===== config.mk =====
export PLATFORM = sky130hd
export DESIGN_NAME = fact_job_scheduler
export DESIGN_NICKNAME = d
export VERILOG_FILES = /design/src/rtl/fact_sched_pkg.sv /design/src/rtl/fact_job_scheduler_rr_arbiter.sv /design/src/rtl/fact_job_scheduler.sv
export SDC_FILE = /design/constraint.sdc
export NUM_CORES = 1
export LEC_CHECK = 0
export ABC_AREA = 1
export CAP_MARGIN = 30
export CORE_UTILIZATION = 61
export CTS_CLUSTER_SIZE = 28
export DETAILED_ROUTE_END_ITERATION = 8
export DONT_BUFFER_PORTS = 1
export HOLD_SLACK_MARGIN = 0.08
export MAX_ROUTING_LAYER = met4
export PLACE_DENSITY_LB_ADDON = 0.25
export RECOVER_POWER = 50
export SYNTH_ARGS = -nofsm -noshare
export SYNTH_HDL_FRONTEND = slang
export SYNTH_SLANG_ARGS = --single-unit
export TNS_END_PERCENT = 10

===== constraint.sdc =====
create_clock -name clk -period 4.9 [get_ports clk]
set_input_delay 1.47 -clock clk [delete_from_list [all_inputs] [get_ports clk]]
set_output_delay 1.47 -clock clk [all_outputs]
set_load 0.02 [all_outputs]

===== src/rtl/fact_sched_pkg.sv =====
// Shared widths, defaults and state encoding for the factorial-sum job scheduler.
package fact_sched_pkg;

    localparam int unsigned N_W         = 3;
    localparam int unsigned RES_W       = 13;
    localparam int unsigned DEF_NREQ    = 4;
    localparam int unsigned DEF_TIMEOUT = 64;

    typedef enum logic [2:0] {
        ST_IDLE  = 3'd0,
        ST_ISSUE = 3'd1,
        ST_WAIT  = 3'd2,
        ST_ACK   = 3'd3,
        ST_RESP  = 3'd4
    } state_e;

endpackage


===== src/rtl/fact_job_scheduler_rr_arbiter.sv =====
// Round-robin arbiter: the search starts one past ptr_i and wraps, yielding a one-hot
// grant and its encoded index.
module rr_arbiter #(
    parameter int unsigned NREQ  = 4,
    parameter int unsigned IDX_W = 2
) (
    input  logic [NREQ-1:0]  req_i,
    input  logic [IDX_W-1:0] ptr_i,
    input  logic             en_i,
    output logic [NREQ-1:0]  gnt_o,
    output logic [IDX_W-1:0] idx_o,
    output logic             valid_o
);

    int unsigned      cand;
    logic [IDX_W-1:0] cand_idx;

    always_comb begin
        gnt_o    = '0;
        idx_o    = '0;
        valid_o  = 1'b0;
        cand     = 0;
        cand_idx = '0;
        if (en_i) begin
            // k runs from 1 to NREQ, so the last candidate tried is ptr_i itself.
            for (int unsigned k = 1; k <= NREQ; k++) begin
                cand     = (32'(ptr_i) + k) % NREQ;
                cand_idx = IDX_W'(cand);
                if (!valid_o && req_i[cand_idx]) begin
                    valid_o         = 1'b1;
                    gnt_o[cand_idx] = 1'b1;
                    idx_o           = cand_idx;
                end
            end
        end
    end

endmodule


===== src/rtl/fact_job_scheduler.sv =====
// Time-shares one sum_fact_N engine among NREQ requesters, with one job in flight at a time,
// round-robin grants, N=0 rejection and a WAIT-state timeout.
module fact_job_scheduler
    import fact_sched_pkg::*;
#(
    parameter int unsigned NREQ    = DEF_NREQ,
    parameter int unsigned TIMEOUT = DEF_TIMEOUT
) (
    input  logic                     clk,
    input  logic                     reset,
    input  logic [NREQ-1:0]          req_valid,
    input  logic [3*NREQ-1:0]        req_n,
    output logic [NREQ-1:0]          req_ready,
    output logic                     rsp_valid,
    output logic [$clog2(NREQ)-1:0]  rsp_id,
    output logic [RES_W-1:0]         rsp_data,
    output logic                     rsp_err,
    input  logic                     rsp_ready,
    output logic [N_W-1:0]           eng_n_in,
    output logic                     eng_input_valid,
    output logic                     eng_output_ack,
    input  logic [RES_W-1:0]         eng_sum,
    input  logic                     eng_output_valid
);

    localparam int unsigned IDX_W = $clog2(NREQ);
    localparam int unsigned CNT_W = $clog2(TIMEOUT + 1);

    state_e             state_q, state_d;
    logic [IDX_W-1:0]   ptr_q,   ptr_d;
    logic [IDX_W-1:0]   id_q,    id_d;
    logic [N_W-1:0]     n_q,     n_d;
    logic [RES_W-1:0]   data_q,  data_d;
    logic               err_q,   err_d;
    logic [CNT_W-1:0]   cnt_q,   cnt_d;

    logic [NREQ-1:0]    gnt;
    logic [IDX_W-1:0]   gnt_idx;
    logic               gnt_any;
    logic               arb_en;
    logic [N_W-1:0]     sel_n;

    // Gating with reset keeps req_ready low while reset is held, even with requests pending.
    assign arb_en = (state_q == ST_IDLE) && !reset;

    rr_arbiter #(
        .NREQ  (NREQ),
        .IDX_W (IDX_W)
    ) u_arb (
        .req_i   (req_valid),
        .ptr_i   (ptr_q),
        .en_i    (arb_en),
        .gnt_o   (gnt),
        .idx_o   (gnt_idx),
        .valid_o (gnt_any)
    );

    always_comb begin
        sel_n = req_n[32'(gnt_idx)*N_W +: N_W];
    end

    always_ff @(posedge clk or posedge reset) begin
        if (reset) begin
            state_q <= ST_IDLE;
            ptr_q   <= IDX_W'(NREQ - 1);
            id_q    <= '0;
            n_q     <= '0;
            data_q  <= '0;
            err_q   <= 1'b0;
            cnt_q   <= '0;
        end else begin
            state_q <= state_d;
            ptr_q   <= ptr_d;
            id_q    <= id_d;
            n_q     <= n_d;
            data_q  <= data_d;
            err_q   <= err_d;
            cnt_q   <= cnt_d;
        end
    end

    always_comb begin
        state_d         = state_q;
        ptr_d           = ptr_q;
        id_d            = id_q;
        n_d             = n_q;
        data_d          = data_q;
        err_d           = err_q;
        cnt_d           = cnt_q;
        req_ready       = '0;
        rsp_valid       = 1'b0;
        rsp_id          = '0;
        rsp_data        = '0;
        rsp_err         = 1'b0;
        eng_n_in        = '0;
        eng_input_valid = 1'b0;
        eng_output_ack  = 1'b0;

        case (state_q)
            ST_IDLE: begin
                if (gnt_any) begin
                    req_ready = gnt;
                    ptr_d     = gnt_idx;
                    id_d      = gnt_idx;
                    n_d       = sel_n;
                    data_d    = '0;
                    // The engine never finishes on N=0, so such jobs bypass it entirely.
                    if (sel_n == '0) begin
                        err_d   = 1'b1;
                        state_d = ST_RESP;
                    end else begin
                        err_d   = 1'b0;
                        state_d = ST_ISSUE;
                    end
                end
            end
            ST_ISSUE: begin
                eng_input_valid = 1'b1;
                eng_n_in        = n_q;
                cnt_d           = '0;
                state_d         = ST_WAIT;
            end
            ST_WAIT: begin
                if (eng_output_valid) begin
                    data_d  = eng_sum;
                    err_d   = 1'b0;
                    state_d = ST_ACK;
                end else if (cnt_q == CNT_W'(TIMEOUT - 1)) begin
                    data_d  = '0;
                    err_d   = 1'b1;
                    state_d = ST_RESP;
                end else begin
                    cnt_d = cnt_q + CNT_W'(1);
                end
            end
            ST_ACK: begin
                eng_output_ack = 1'b1;
                state_d        = ST_RESP;
            end
            ST_RESP: begin
                rsp_valid = 1'b1;
                rsp_id    = id_q;
                rsp_data  = data_q;
                rsp_err   = err_q;
                if (rsp_ready) begin
                    state_d = ST_IDLE;
                end
            end
            default: begin
                state_d = ST_IDLE;
            end
        endcase
    end

endmodule

# == Word level (Yosys, flattened, before mapping) ==
# Cells that the tools add are included.
# word_totals
ff_bits,31
in_bits,33
out_inout_bits,26
# op_classes
add_sub_neg,5
multipliers,1
n_lt_le_gt_ge,8
n_eq_ne,10
shift,1
n_mux,64
bitwise_logic,3
reduce_logical,20
# ops
operator,count
$mux W13,4
$mux W4,10
$pmux W13 S2,1
$mux W1,24
$mux W3,6
$pmux W3 S5,1
$mux W7,2
$pmux W7 S2,1
$lt A2 B3 Y1 const B,4
$mux W2,6
$or A4 B4 Y4,3
$shiftx A12 B5 Y3,1
$reduce_and A3 Y1,3
$bmux W1 S2,4
$demux W1 S2,4
$ge A2 B1 Y1 const B,4
$logic_and A1 B1 Y1,8
$ne A2 B2 Y1 const B,4
$add A7 B1 Y7 const B,1
$eq A7 B6 Y1 const B,1
$eq A3 B2 Y1 const B,2
$logic_not A3 Y1,2
$add A2 B1 Y2 const B,2
$add A2 B2 Y2 const B,2
other kinds (8),12

# == Longest topological paths before layout ==
# Gate-level depths: netlist of run 1.
# logic_depth
ltp_word,23
depth_mapped,18

# == Cells and area by module ==
# From an unflattened synthesis of run 1, not the netlist that was laid out.
# hier_totals
cells_unflattened,324
hier_area_um2,2195.9
# by_module_without_submodules
mod,n_inst,cells_per_inst,area_each_um2,seq_area_each_um2
fact_job_scheduler,1,233,1676.6,778.2
rr_arbiter,1,91,519.2,0.0

# == Worst setup path after synthesis of run 1 ==
# No wires, ideal clock.
# synth_timing
path_kind,input-to-output
from,in req_valid[0]
to,out req_ready[0]
t_arrival_ns,2.431
required_ns,3.430
path_slack_ns,0.999
stages,9
cell_sequence,nand2_1 nand2_4 nand2_4 nand2_8 nor2_8 nand4_4 o21ai_0 nand2_1 inv_1
# synth_between
elab_chain_cells,18
# synth_lines
element,line_no,source
"start, declared",fact_job_scheduler.sv:11,"input logic [NREQ-1:0] req_valid,"
$bmux W1 S2,fact_job_scheduler_rr_arbiter.sv:29,if (!valid_o && req_i[cand_idx]) begin
$mux W1 (not written as such),fact_job_scheduler_rr_arbiter.sv:29,
$mux W1,fact_job_scheduler_rr_arbiter.sv:29,
$mux W1,fact_job_scheduler_rr_arbiter.sv:24,if (en_i) begin
$logic_not A1 Y1,fact_job_scheduler_rr_arbiter.sv:29,
$logic_and A1 B1 Y1,fact_job_scheduler_rr_arbiter.sv:29,
$mux W1,fact_job_scheduler_rr_arbiter.sv:29,
$mux W1,fact_job_scheduler_rr_arbiter.sv:24,
[... 2 more ...],n/a,
$mux W1,fact_job_scheduler_rr_arbiter.sv:29,
$mux W1,fact_job_scheduler_rr_arbiter.sv:24,
$logic_not A1 Y1,fact_job_scheduler_rr_arbiter.sv:29,
$logic_and A1 B1 Y1,fact_job_scheduler_rr_arbiter.sv:29,
$mux W4 / $mux W1 (equally long branches),fact_job_scheduler_rr_arbiter.sv:29,
$mux W4 / $mux W1 (equally long branches),fact_job_scheduler_rr_arbiter.sv:24,
$mux W4 (*),fact_job_scheduler.sv:101,if (gnt_any) begin
$mux W4 (*),fact_job_scheduler.sv:99,case (state_q)
"end, declared",fact_job_scheduler.sv:13,"output logic [NREQ-1:0] req_ready,"
# Every way passes the cells marked *; elsewhere a longest branch is shown, timed or not. The select of a mux whose other input is x is not followed.

# == Final worst setup path of run 1 ==
# layout_timing
from,reg ptr_q[1]
to,out req_ready[1]
# layout_between
elab_chain_cells,19
# layout_lines
element,line_no,source
"start, declared",fact_job_scheduler.sv:30,"logic [IDX_W-1:0] ptr_q, ptr_d;"
"start signal, assigned",fact_job_scheduler.sv:65,ptr_q <= IDX_W'(NREQ - 1);
"start signal, assigned",fact_job_scheduler.sv:73,ptr_q <= ptr_d;
"parallel branches: the longest is 17 deep, another holds $lt A2 B3 Y1",n/a,
$mux W4 (*),fact_job_scheduler.sv:101,
$mux W4 (*),fact_job_scheduler.sv:99,
# Every way passes the cells marked *. The select of a mux whose other input is x is not followed.

==> run summary, run 1 <==
Status: complete, but fails checks
Failing checks: max-capacitance violations, max-slew violations
Synth cell types: 35
Initial core utilization: 65.4%
Clock buffer count from CTS: 5
Routed wire length per instance: 13.6 um
Max clock buf depth: 2
Largest net degree at the start of global routing: 32
Final hold violation count: 0
CTS clk-pin slew, worst paths: 0.10 ns
First DRT Iteration DRCs: 101
Vias: 1,954
Final GP Congestion: 0.826
R2R cell count: 14
Initial antenna violation count: 0
Synth area leaders: dfrtp_1, nand2_1, inv_1, nand3_1, o21ai_0
Yosys warns: 0
Core area: 3420 um2
Leak: 1.14 nW
Worst-Skew Late Latency: 0.34 ns
Total GRT Usage: 26.7%
Quantity of I/O buffers inserted on ports: 0
Post-Syn Area per Cell: 7.49 um2
Worst slew pin tran: 1.61 ns
Cell with the most instances after synthesis: nand2_1
Reg2Reg Setup Slack: 1.54 ns
Drt drc: 0
Crit Path Max Fanout: 9
Die Span X: 62.5 um
Startpoint types: register
Achievable Freq: 225 MHz
Peak supply drop: 0.621 mV
WP data required: 3.43 ns
TritonRoute pass-1 iters: 4
Arrival time at the worst endpoint: 2.97 ns
Final setup viols: 0
Die Y: 62.5 um
Diode count: 0
Synthesis-to-finish area growth: 4.54%
WHS: 0.496 ns
Ys flop type: dfrtp_1
Die area: 3910 um2
Critical R2R Launch: ptr_q[1]$_DFFE_PP1P_
WHS Path Cells: 2
WHS Endpoint: n_q[1]$_DFFE_PP0P_
Leading area contributor after synthesis: dfrtp_1
Pwr Density: 711 nW/um2
Hold Buf Count CTS: 0
Most common library cells after synthesis: nand2_1, inv_1, nand3_1
Area share of the largest cell type after synthesis: 32.5%
WS Path Type: reg2out
Mapped Cells: 298
RSZ-0062 raised after global routing: no
Routed Antenna Nets: 0
DP HPWL: 3520 um
Total grt overflow: 0
Worst slew margin: -7.14%
Tmin final: 4.44 ns
Clock sink count: 31
Max-cap violation count: 1
Setup TNS: 0 ns
Min-delay src: n_q[1]$_DFFE_PP0P_
First-pass GRT wire length: 7960 um
Max-slew violation total from the final report: 32
IO Count: 59
Yosys reg bits: 31
Cell row count: 21
H-tree levels: 2
CTS tree: done
Layout cells sized above 1: 12.9%
RR Endpoint: state_q[0]$_DFFE_PP0P_
Mapped Nets: 340
Seq/Total Area, Yosys: 34.8%
Synth Cell Area: 2230 um2
CP endpoint kind: output pin
Number of global-route vias before repair: 1,799
Async set-or-reset flop fraction in the synthesized netlist: 100%
Via density: 5.61
Post-CTS setup buffer count: 0
Hold Crit Class: reg2reg
Final net count: 343
Clock root buffer: clkbuf_4
Clk_skew: 0.0107 ns
Post_cts resized: 0
Post-synth EDFFs: 0
Final WL: 4730 um
Period utilization: 90.6%
## through the flow
| step | setup WS [ns] | util (%) | cell area, um2 | cells | power, mW |
|---|---|---|---|---|---|
| 5_1_grt | 0.234 | 68.4 | 2330 | 348 | 1.79 |
| 3_5_place_dp | 0.821 | 66.4 | 2270 | 340 | 1.46 |
| 3_3_place_gp | 0.871 | 66.4 | 2270 | 340 | 1.43 |
| 6_report | 0.458 | 68.4 | 2330 | 348 | 1.66 |
| 2_1_floorplan | 0.999 | - | 2230 | 298 | 1.29 |
| 4_1_cts | 0.621 | 68.9 | 2350 | 348 | 1.68 |
## logic make-up (layout without fill, tap and decap cells)
| group | after synthesis | after routing | synth area share [%] |
|---|---|---|---|
| AOI/OAI and AO/OA | 50 | 50 | 12.5 |
| adders and majority gates | 9 | 9 | 5.04 |
| buffers and inverters | 58 | 62 | 10.9 |
| DFF | 31 | 31 | 34.8 |
| and+or+nand+nor | 150 | 150 | 36.7 |
## how the worst max path moves through the flow
stage,from,end,cells past startpoint
after floorplan,req_valid[0],req_ready[0],9
after global placement,req_valid[1],req_ready[1],9
after detailed placement,req_valid[0],req_ready[1],11
after CTS,ptr_q[1]$_DFFE_PP1P_,req_ready[1],12
after global routing,ptr_q[1]$_DFFE_PP1P_,req_ready[2],12
final,ptr_q[1]$_DFFE_PP1P_,req_ready[1],12
## cell usage in the layout, fill, tap and decap left out, drive strengths merged, types with 2 or more instances in the layout
cell type,n
a21oi,8
a31oi,4
clkbuf,8
clkinv,2
dfrtp,29
dfstp,2
ha,9
inv,51
nand2,67
nand3,39
nand4,4
nor2,32
nor3,4
o21ai,33
## final cells by class
cell class              instances  area (um2)
multi-input cells             209        1200
fillers                       323        1080
flip-flops and latches         31         778
inverters                      52         205
well taps                      46        57.6
clock buffers                   6        51.3
clock inverters                 2        35.0
repair buffers                  2        7.51
## report_power, final
group          internal [mW]  switching [mW]
sequential             0.364          0.0819
clock                  0.121          0.0896
combinational          0.300           0.704
total                  0.784           0.876
## critical path, stage by stage, from the launching register on
cell     delay [ns]
dfstp_1        0.75
inv_1          0.26
ha_1           0.48
inv_1          0.14
nand2_4        0.12
nand2_8        0.07
nor2_1         0.26
nand2_1        0.08
o21ai_0        0.09
a31oi_1        0.05
o21ai_0        0.09
nand2_1        0.08
inv_1          0.17
## routing by layer
| metal | global-route usage (%) | routed length, um | vias up |
|---|---|---|---|
| met5 | - | 0 | - |
| met4 | 9.30 | 91 | 0 |
| met3 | 7.66 | 282 | 12 |
| li1 | - | - | 968 |
| met2 | 37.6 | 2020 | 65 |
| met1 | 36.7 | 2330 | 909 |
## state kept, by name (all words and copies together) (netlist names)
signal   flops
data_q      13
n_q          3
err_q        1
state_q      3
id_q         2
ptr_q        2
cnt_q        7
No activity file was read; power rests on OpenSTA's default activity.
==> run 2: changes to the inputs <==
--- a/config.mk
+++ b/config.mk
@@ -15,6 +15,7 @@
 export MAX_ROUTING_LAYER = met4
 export PLACE_DENSITY_LB_ADDON = 0.25
 export RECOVER_POWER = 50
+export SETUP_SLACK_MARGIN = 0.1
 export SYNTH_ARGS = -nofsm -noshare
 export SYNTH_HDL_FRONTEND = slang
 export SYNTH_SLANG_ARGS = --single-unit
==> results of run 2 <==
Final layout, timing and power as in run 1 (identical DEF).
==> run 3: changes to the inputs <==
--- a/config.mk
+++ b/config.mk
@@ -7,7 +7,7 @@
 export LEC_CHECK = 0
 export ABC_AREA = 1
 export CAP_MARGIN = 30
-export CORE_UTILIZATION = 61
+export CORE_UTILIZATION = 37
 export CTS_CLUSTER_SIZE = 28
 export DETAILED_ROUTE_END_ITERATION = 8
 export DONT_BUFFER_PORTS = 1
==> run 3 against run 2 <==
Compared with the run above:
- the run still ends with max-capacitance violations, max-slew violations left
- cell count rose by 7.5%
- combinational power barely moved
- flip-flop and latch count did not move
- register-to-register slack improved by 0.14 ns
- largest power group unchanged
==> run summary, run 3 (synthesized netlist as in run 1, its figures left out) <==
DP HPWL: 3790 um
Hold Buf Count CTS: 0
Setup TNS: 0 ns
Largest net degree at the start of global routing: 29
Peak supply drop: 0.240 mV
Total GRT Usage: 18.1%
RSZ-0062 raised after global routing: no
Core Util, Final: 41.7%
Routed Antenna Nets: 0
Period utilization: 87.9%
CTS tree: done
Worst slew pin tran: 1.60 ns
Achievable Freq: 232 MHz
Startpoint types: register
Drt drc: 0
Initial antenna violation count: 0
Max-slew violation total from the final report: 29
Crit Path Max Fanout: 9
Diode count: 0
Pwr Density: 692 nW/um2
Final WL: 5090 um
Placed Area: 2300 um2
Via density: 5.07
H-tree levels: 2
Commonest non-fill, non-tap cell in the layout: nand2_1
Vias: 1,896
Initial core utilization: 39.4%
Number of global-route vias before repair: 1,825
Arrival time at the worst endpoint: 2.84 ns
Clock sink count: 31
Die Span X: 79.7 um
Layout cells sized above 1: 12.3%
Final net count: 343
Final setup viols: 0
WP data required: 3.43 ns
Cell row count: 27
Routed wire length per instance: 13.6 um
Failing checks: max-capacitance violations, max-slew violations
IO Count: 59
Worst-Skew Late Latency: 0.28 ns
First DRT Iteration DRCs: 129
Die area: 6350 um2
Post-CTS setup buffer count: 0
Total grt overflow: 0
Max-cap violation count: 1
Status: complete, but fails checks
Synthesis-to-finish area growth: 5.99%
CTS clk-pin slew, worst paths: 0.06 ns
WS Path Type: reg2out
Max reg flops: 13
Power Total: 1.64 mW
Hold Crit Class: reg2reg
Top Registers: data_q x13, cnt_q x7
Final GP Congestion: 0.830
TritonRoute pass-1 iters: 5
Final hold violation count: 0
Leak: 1.14 nW
Clock root buffer: clkbuf_8
Post_cts resized: 0
Quantity of I/O buffers inserted on ports: 0
Tmin final: 4.31 ns
Clock buffer count from CTS: 5
CP endpoint kind: output pin
Clk_skew: 0.00481 ns
Max clock buf depth: 2
First-pass GRT wire length: 8620 um
Die Y: 79.7 um
Worst slew margin: -6.96%
Core area: 5680 um2
Biggest register: data_q
Commonest non-fill, non-tap cells in the layout: nand2_1, inv_1, nand3_1
Post-route cell area: 2370 um2
[run 3: cell types whose count changed in the layout (fill, tap and decap cells not counted), sizes merged]
cell,previous run,this run
bufinv,1,0
clkbuf,8,9
[run 3: routing by layer]
metal  wire length (um)  GRT usage [%]  vias up
met5                  0              -        -
met4                 64           5.27        0
met3                329           4.46        7
met2               2160           26.9       55
met1               2530           24.4      869
li1                   -              -      965
[run 3: critical path, stage by stage, from the launching register on]
cell and delay (ns):
dfstp_1 0.73, inv_1 0.26, ha_1 0.47, inv_1 0.14, nand2_4 0.12, nand2_8 0.07, nor2_1 0.22, nand2_1 0.08
o21ai_0 0.08, a31oi_1 0.06, o21ai_0 0.08, nand2_1 0.06, inv_1 0.17
[run 3: final timing paths]
check                                          start  slack (ns)  depth (start not counted)                endpoint
worst min register to register    n_q[2]$_DFFE_PP0P_        0.48                          2      n_q[2]$_DFFE_PP0P_
worst max-delay path            ptr_q[1]$_DFFE_PP1P_        0.59                         12            req_ready[2]
max in group asynchronous                      reset        2.23                          2   data_q[9]$_DFFE_PP0P_
worst max register to register  ptr_q[1]$_DFFE_PP1P_        1.68                         14  state_q[0]$_DFFE_PP0P_
worst min-delay path              n_q[2]$_DFFE_PP0P_        0.48                          2      n_q[2]$_DFFE_PP0P_
min in group asynchronous                      reset        0.95                          1      n_q[0]$_DFFE_PP0P_
[run 3: area by class of cell]
class / instances / area, um2
fillers: 596 / 3310
multi-input cells: 209 / 1200
flip-flops and latches: 31 / 778
inverters: 52 / 205
well taps: 72 / 90.1
clock buffers: 7 / 76.3
repair buffers: 2 / 7.51
clock inverters: 1 / 5.00
[run 3: power by group]
part	internal [mW]	switching, mW
Sequential	0.364	0.0795
Combinational	0.304	0.698
Clock	0.0995	0.0919
[run 3: through the flow]
stage	std cells	hold slack, ns	setup WS, ns
floorplan	298	0.453	0.999
detailed placement	366	0.473	0.858
global route	374	0.527	0.338
global placement	366	0.467	0.866
CTS	374	0.489	0.746
finish	374	0.482	0.592
